## config.mk

```make
export PLATFORM = sky130hd
export DESIGN_NAME = fpmult_rr_scheduler
export DESIGN_NICKNAME = d
export VERILOG_FILES = /design/src/rtl/fpmult_sched_pkg.sv /design/src/rtl/fpmult_rr_arb.sv /design/src/rtl/fpmult_rr_scheduler.sv
export SDC_FILE = /design/constraint.sdc
export NUM_CORES = 1
export LEC_CHECK = 0
export ABC_AREA = 1
export CORE_AREA = 2 2 159 161
export DETAILED_ROUTE_END_ITERATION = 6
export DIE_AREA = 0 0 161 163
export GPL_ROUTABILITY_DRIVEN = 0
export GPL_TIMING_DRIVEN = 1
export PLACE_DENSITY = 0.48
export SLEW_MARGIN = 10
export SYNTH_ARGS = -nofsm -noshare
export SYNTH_HDL_FRONTEND = slang
export SYNTH_SLANG_ARGS = --single-unit
export TNS_END_PERCENT = 30
```

## constraint.sdc

```tcl
create_clock -name clk -period 1.8 [get_ports clk]
set_input_delay 0.36 -clock clk [delete_from_list [all_inputs] [get_ports clk]]
set_output_delay 0.36 -clock clk [all_outputs]
set_load 0.02 [all_outputs]
```

## src/rtl/fpmult_sched_pkg.sv

```systemverilog
// Shared types and helpers for the round-robin multiplier scheduler.
package fpmult_sched_pkg;

    typedef enum logic [0:0] {
        StIdle = 1'b0,
        StWait = 1'b1
    } state_e;

    // Width of an id field; never narrower than one bit.
    function automatic int unsigned clog2_min1(input int unsigned v);
        return (v > 1) ? $clog2(v) : 1;
    endfunction

endpackage

```

## src/rtl/fpmult_rr_arb.sv

```systemverilog
// Combinational round-robin arbiter: lowest requester at or above prio_ptr wins,
// wrapping through a double-width request vector.
module fpmult_rr_arb
    import fpmult_sched_pkg::*;
#(
    parameter int unsigned NREQ = 4,
    parameter int unsigned IdW  = clog2_min1(NREQ)
) (
    input  logic [NREQ-1:0] req,
    input  logic [IdW-1:0]  prio_ptr,
    output logic [NREQ-1:0] grant_oh,
    output logic [IdW-1:0]  grant_id,
    output logic            grant_any
);

    localparam int unsigned W2 = 2 * NREQ;

    logic [W2-1:0] req2;
    logic [W2-1:0] mask;
    logic [W2-1:0] masked;
    int            pos;

    assign req2      = {req, req};
    assign mask      = ~((W2'(1) << prio_ptr) - W2'(1));
    assign masked    = req2 & mask;
    assign grant_any = |req;

    // Upper copy of req supplies the wrapped candidates below prio_ptr.
    always_comb begin
        pos = 0;
        for (int i = W2 - 1; i >= 0; i--) begin
            if (masked[i]) begin
                pos = i;
            end
        end
        if (pos >= int'(NREQ)) begin
            pos = pos - int'(NREQ);
        end
    end

    assign grant_id = IdW'(pos);
    assign grant_oh = grant_any ? (NREQ'(1) << grant_id) : '0;

endmodule

```

## src/rtl/fpmult_rr_scheduler.sv

```systemverilog
// Shares one iterative fixed-point multiplier among NREQ requesters, one job at a time,
// with round-robin arbitration and response routing back to the owning port.
module fpmult_rr_scheduler
    import fpmult_sched_pkg::*;
#(
    parameter int unsigned n    = 32,
    parameter int unsigned d    = 16,
    parameter int unsigned NREQ = 4
) (
    input  logic                          clk,
    input  logic                          reset,
    input  logic [NREQ-1:0]               req_val,
    output logic [NREQ-1:0]               req_rdy,
    input  logic [NREQ*2*n-1:0]           req_msg,
    output logic [NREQ-1:0]               resp_val,
    input  logic [NREQ-1:0]               resp_rdy,
    output logic [n-1:0]                  resp_msg,
    output logic                          mult_recv_val,
    input  logic                          mult_recv_rdy,
    output logic [2*n-1:0]                mult_recv_msg,
    input  logic                          mult_send_val,
    output logic                          mult_send_rdy,
    input  logic [n-1:0]                  mult_send_msg,
    output logic [clog2_min1(NREQ)-1:0]   owner
);

    localparam int unsigned IdW = clog2_min1(NREQ);
    localparam logic [IdW-1:0] LastId = IdW'(NREQ - 1);

    state_e         state_q, state_d;
    logic [IdW-1:0] owner_q, owner_d;
    logic [IdW-1:0] prio_q, prio_d;

    logic [NREQ-1:0] grant_oh;
    logic [IdW-1:0]  grant_id;
    logic            grant_any;

    // Fractional width only matters inside the multiplier.
    logic [31:0] unused_d;
    assign unused_d = d;

    fpmult_rr_arb #(
        .NREQ(NREQ),
        .IdW (IdW)
    ) u_arb (
        .req      (req_val),
        .prio_ptr (prio_q),
        .grant_oh (grant_oh),
        .grant_id (grant_id),
        .grant_any(grant_any)
    );

    always_ff @(posedge clk) begin
        if (reset) begin
            state_q <= StIdle;
            owner_q <= '0;
            prio_q  <= '0;
        end else begin
            state_q <= state_d;
            owner_q <= owner_d;
            prio_q  <= prio_d;
        end
    end

    always_comb begin
        state_d = state_q;
        owner_d = owner_q;
        prio_d  = prio_q;
        case (state_q)
            StIdle: begin
                if (grant_any && mult_recv_rdy) begin
                    owner_d = grant_id;
                    state_d = StWait;
                end
            end
            StWait: begin
                if (mult_send_val && resp_rdy[owner_q]) begin
                    prio_d  = (owner_q == LastId) ? '0 : owner_q + IdW'(1);
                    state_d = StIdle;
                end
            end
            default: state_d = StIdle;
        endcase
    end

    always_comb begin
        req_rdy       = '0;
        resp_val      = '0;
        mult_recv_val = 1'b0;
        mult_send_rdy = 1'b0;
        mult_recv_msg = req_msg[32'(grant_id) * (2 * n) +: 2 * n];
        resp_msg      = mult_send_msg;
        case (state_q)
            StIdle: begin
                mult_recv_val = grant_any;
                req_rdy       = grant_oh & {NREQ{mult_recv_rdy}};
            end
            StWait: begin
                resp_val[owner_q] = mult_send_val;
                mult_send_rdy     = resp_rdy[owner_q];
            end
            default: ;
        endcase
    end

    assign owner = owner_q;

endmodule

```

==> flow_summary.toml <==
[clocking]
htree_num_levels = 1
cts_root_buffer = "clkbuf_16"
clk_latency_ns = 0.23
cts_hold_buffers = 0
cts_buffers = 3
clock_sinks = 5
cts_tree = "done"
clkTransAtPathRegs_ns = 0.03
ctsLongestPathBuffers = 2

[critical_path]
regToRegSetupSlack_ns = -0.07
start_kind = "flip-flop"
cpPeakStageDelay_ns = 0.31
endpoint_kind = "output pin"
cpMaxStageDelayCell = "dfxtp_2"
crit_buf_inv = 7
reg2reg_to = "owner[1]"
crit_chain = "inv_2 > nand2_2 > ha_4 > nand2_4 > nand2_4 > a21oi_4 > buf_12 > buf_12 > buf_16 > buf_4 > nand3_1 > nand2_1 > inv_1 > nand3_2 > buf_6"
path_max_fanout = 6
path_delay_family = "buffers and inverters"
worstPathRequired_ns = 1.44
worstRegToRegCells = 12
critical_path_arrival_ns = 2.08
path_class = "flip-flop to output pin"
r2r-start = "prio_q[1]"

[power_and_ir_drop]
peakVddDrop_uv = 273
comb_power_share_pct = 89.1
sequentialPowerShare_pct = 2.8
switching_share_pct = 43.8
switching_power_mw = 2.00
p_int_mw = 2.57
leakage_nw = 4.13
cellPowerDensity_mw_per_mm2 = 497
power_frac_clock_pct = 8.0
p_total_mw = 4.57

[floorplanning]
core_area_sq_mm = 0.0247
die_h_microns = 163
io_pins = 408
die_w_microns = 161
initial_core_util_pct = 13.1
rows = 58
dieArea_sq_mm = 0.0262

[synth]
ys_async_sr_fraction_pct = 0
synth_edf_count = 0
synthMuxAreaShare_pct = 0
netlist_top_cells_count = "nand3_1, nand2_1, inv_1"
yosysMostFrequentCell = "nand3_1"
synthAdderAreaFrac_pct = 1.94
syn_inst = 626
synthesis.area_sq_mm = 0.00323
synth.ff_latch_count = 5
synth_top_area_share_pct = 40.3
yosys-top-cells-area = "nand3_1, nand4_1, buf_4"
yosysUniqueCellTypes = 19
synth_compound_area_share_pct = 1.71
synth-xor-area-share_pct = 0
syn-num-nets = 931
synth_top_family_by_area = "simple AND/OR/NAND/NOR gates"
yosys.area.top_type = "nand3_1"
yosysWarningCount = 0
synthSimpleGateAreaFrac_pct = 66.1
syn_area_per_cell_sq_um = 5.15
ys_seq_area_share_pct = 3.10
synth_flop_cell = "dfxtp_1"

[timing]
worst_pin_slew_ns = 0.298
timing.fmax_ghz = 0.410
grt_setup_unrepaired = "true"
hold_viol_final = 0
period_needed_ns = 2.44
setup_viol = 69
relSlewSlack_pct = 80.1
timing.hold.ws_ns = 0.515
slew_viol_final = 0
finalClockSkew_ns = 0.000313
fin_ws_ns = -0.641
post-route-period-util_pct = 136

[place]
portBuffers = 343
post-dp-hpwl_microns = 16300

[hold_path]
hold_end = "owner[1]"
min_from = "owner[1]"
whs_path_depth = 2
hold_class = "flip-flop to flip-flop"

[global_route]
grt-ovfl-total = 0
track_usage_pct = 18.3
grt_max_degree = 55
grt_pass1_wl_microns = 36500
grt_pass1_vias = 5997
grt_antenna_before_repair = 0

[run_status]
violations = "negative setup slack"
status = "complete, but fails checks"

[routing]
routedWlPerCell_microns = 20.1
vias = 5948
drt_iter0_drc = 278
drt-total-wl_microns = 26500
first_pass_iters = 4
drcViolationCount = 0
antenna_left = 0
via_per_inst = 4.50

[cells_and_area]
fin_util_pct = 37.2
area_delta_synth_final_pct = 185
drive_gt1_share_pct = 35.1
num-nets-final = 1297
diodes = 0

[flow_run]
cap_viol_max_count = 0
-- how the worst max path moves through the flow --
stage	startpoint	end	cells after the start
final	prio_q[1]	mult_recv_msg[3]	15
after global routing	prio_q[1]	mult_recv_msg[26]	15
after CTS	prio_q[1]	mult_recv_msg[46]	14
after detailed placement	req_val[2]	mult_recv_msg[19]	11
after global placement	req_val[2]	mult_recv_msg[19]	11
after floorplan	prio_q[1]	mult_recv_msg[11]	12
-- worst register-to-register path, delay by kind of cell, from the launching register on --
kind / cells / cell delay, ns
buffers and inverters: 5 / 0.70
flip-flops: 1 / 0.31
AND/OR/NAND/NOR: 4 / 0.27
AO/OA/AOI/OAI: 2 / 0.27
adder cells (fa/ha/maj): 1 / 0.25
-- logic make-up (layout without fill, tap and decap cells) --
family / count (synthesis) / count (layout)
compound gates: 8 / 8
fa+ha+maj: 5 / 5
flops: 5 / 5
simple gates: 435 / 435
buf+inv: 173 / 538
-- repair_timing --
| item | CTS | global route |
|---|---|---|
| buffers inserted | 25 | 10 |
| pin swaps | 23 | 27 |
| endpoints found under the hold margin | 0 | 0 |
| resized for setup | 456 | 95 |
| gates cloned | 21 | 8 |
| setup endpoints to repair | 77 | 77 |
-- layout by cell type, fill, tap and decap left out, types with 3 or more instances in the layout --
cell | Yosys | routed
clkbuf_16 | 0 | 11
dlygate4sd2_1 | 0 | 5
a21oi_1 | 3 | 3
nand2_1 | 91 | 74
buf_16 | 0 | 16
dfxtp_2 | 0 | 4
buf_12 | 0 | 29
nor2_1 | 15 | 12
buf_6 | 0 | 68
inv_1 | 77 | 71
nand3_2 | 1 | 112
inv_2 | 1 | 7
nand2_4 | 0 | 5
nand3_1 | 260 | 140
buf_4 | 51 | 57
nand4_1 | 65 | 65
nand3_4 | 0 | 9
nand2_2 | 2 | 12
clkdlybuf4s50_1 | 0 | 265
ha_1 | 5 | 4
-- through the flow --
step | instance area [sq um] | worst slack [ns] | TNS, ns | cells
2_1_floorplan | 3720 | -0.0960 | -5.51 | 626
3_3_place_gp | 7580 | -1.26 | -78.99 | 1261
3_5_place_dp | 7580 | -1.26 | -80.39 | 1261
4_1_cts | 8770 | -0.745 | -42.29 | 1310
5_1_grt | 9190 | -0.765 | -47.05 | 1321
6_report | 9190 | -0.641 | -38.70 | 1321
-- per-layer routing --
layer  part of all wire [%]  GRT usage, %  vias up
met5                      0             0        -
met3                    6.5          3.59       56
met2                     50          33.7      262
met1                     40          21.0     2765
met4                    3.0          6.33        0
li1                       -             -     2865
-- state kept, by name, summed over array words and instances, names as in the netlist --
| register | flops |
|---|---|
| owner | 2 |
| prio_q | 2 |
| state_q | 1 |
-- final cells by class --
cell class	count	area (sq um)
fillers	2607	15500
repair buffers	456	5220
multi-input cells	448	3070
well taps	330	413
inverters	78	293
flip-flops and latches	5	105
clock buffers	4	78.8
-- power by group through the flow --
stage          combinational [mW]  sequential (mW)  clock (mW)
6_report                     4.07            0.129       0.367
3_3_place_gp                 3.15            0.130           0
5_1_grt                      4.33            0.130       0.382
2_1_floorplan                1.61            0.132           0
3_5_place_dp                 3.15            0.130           0
4_1_cts                      3.87            0.129       0.371
Power figures use the tool's default switching activity.
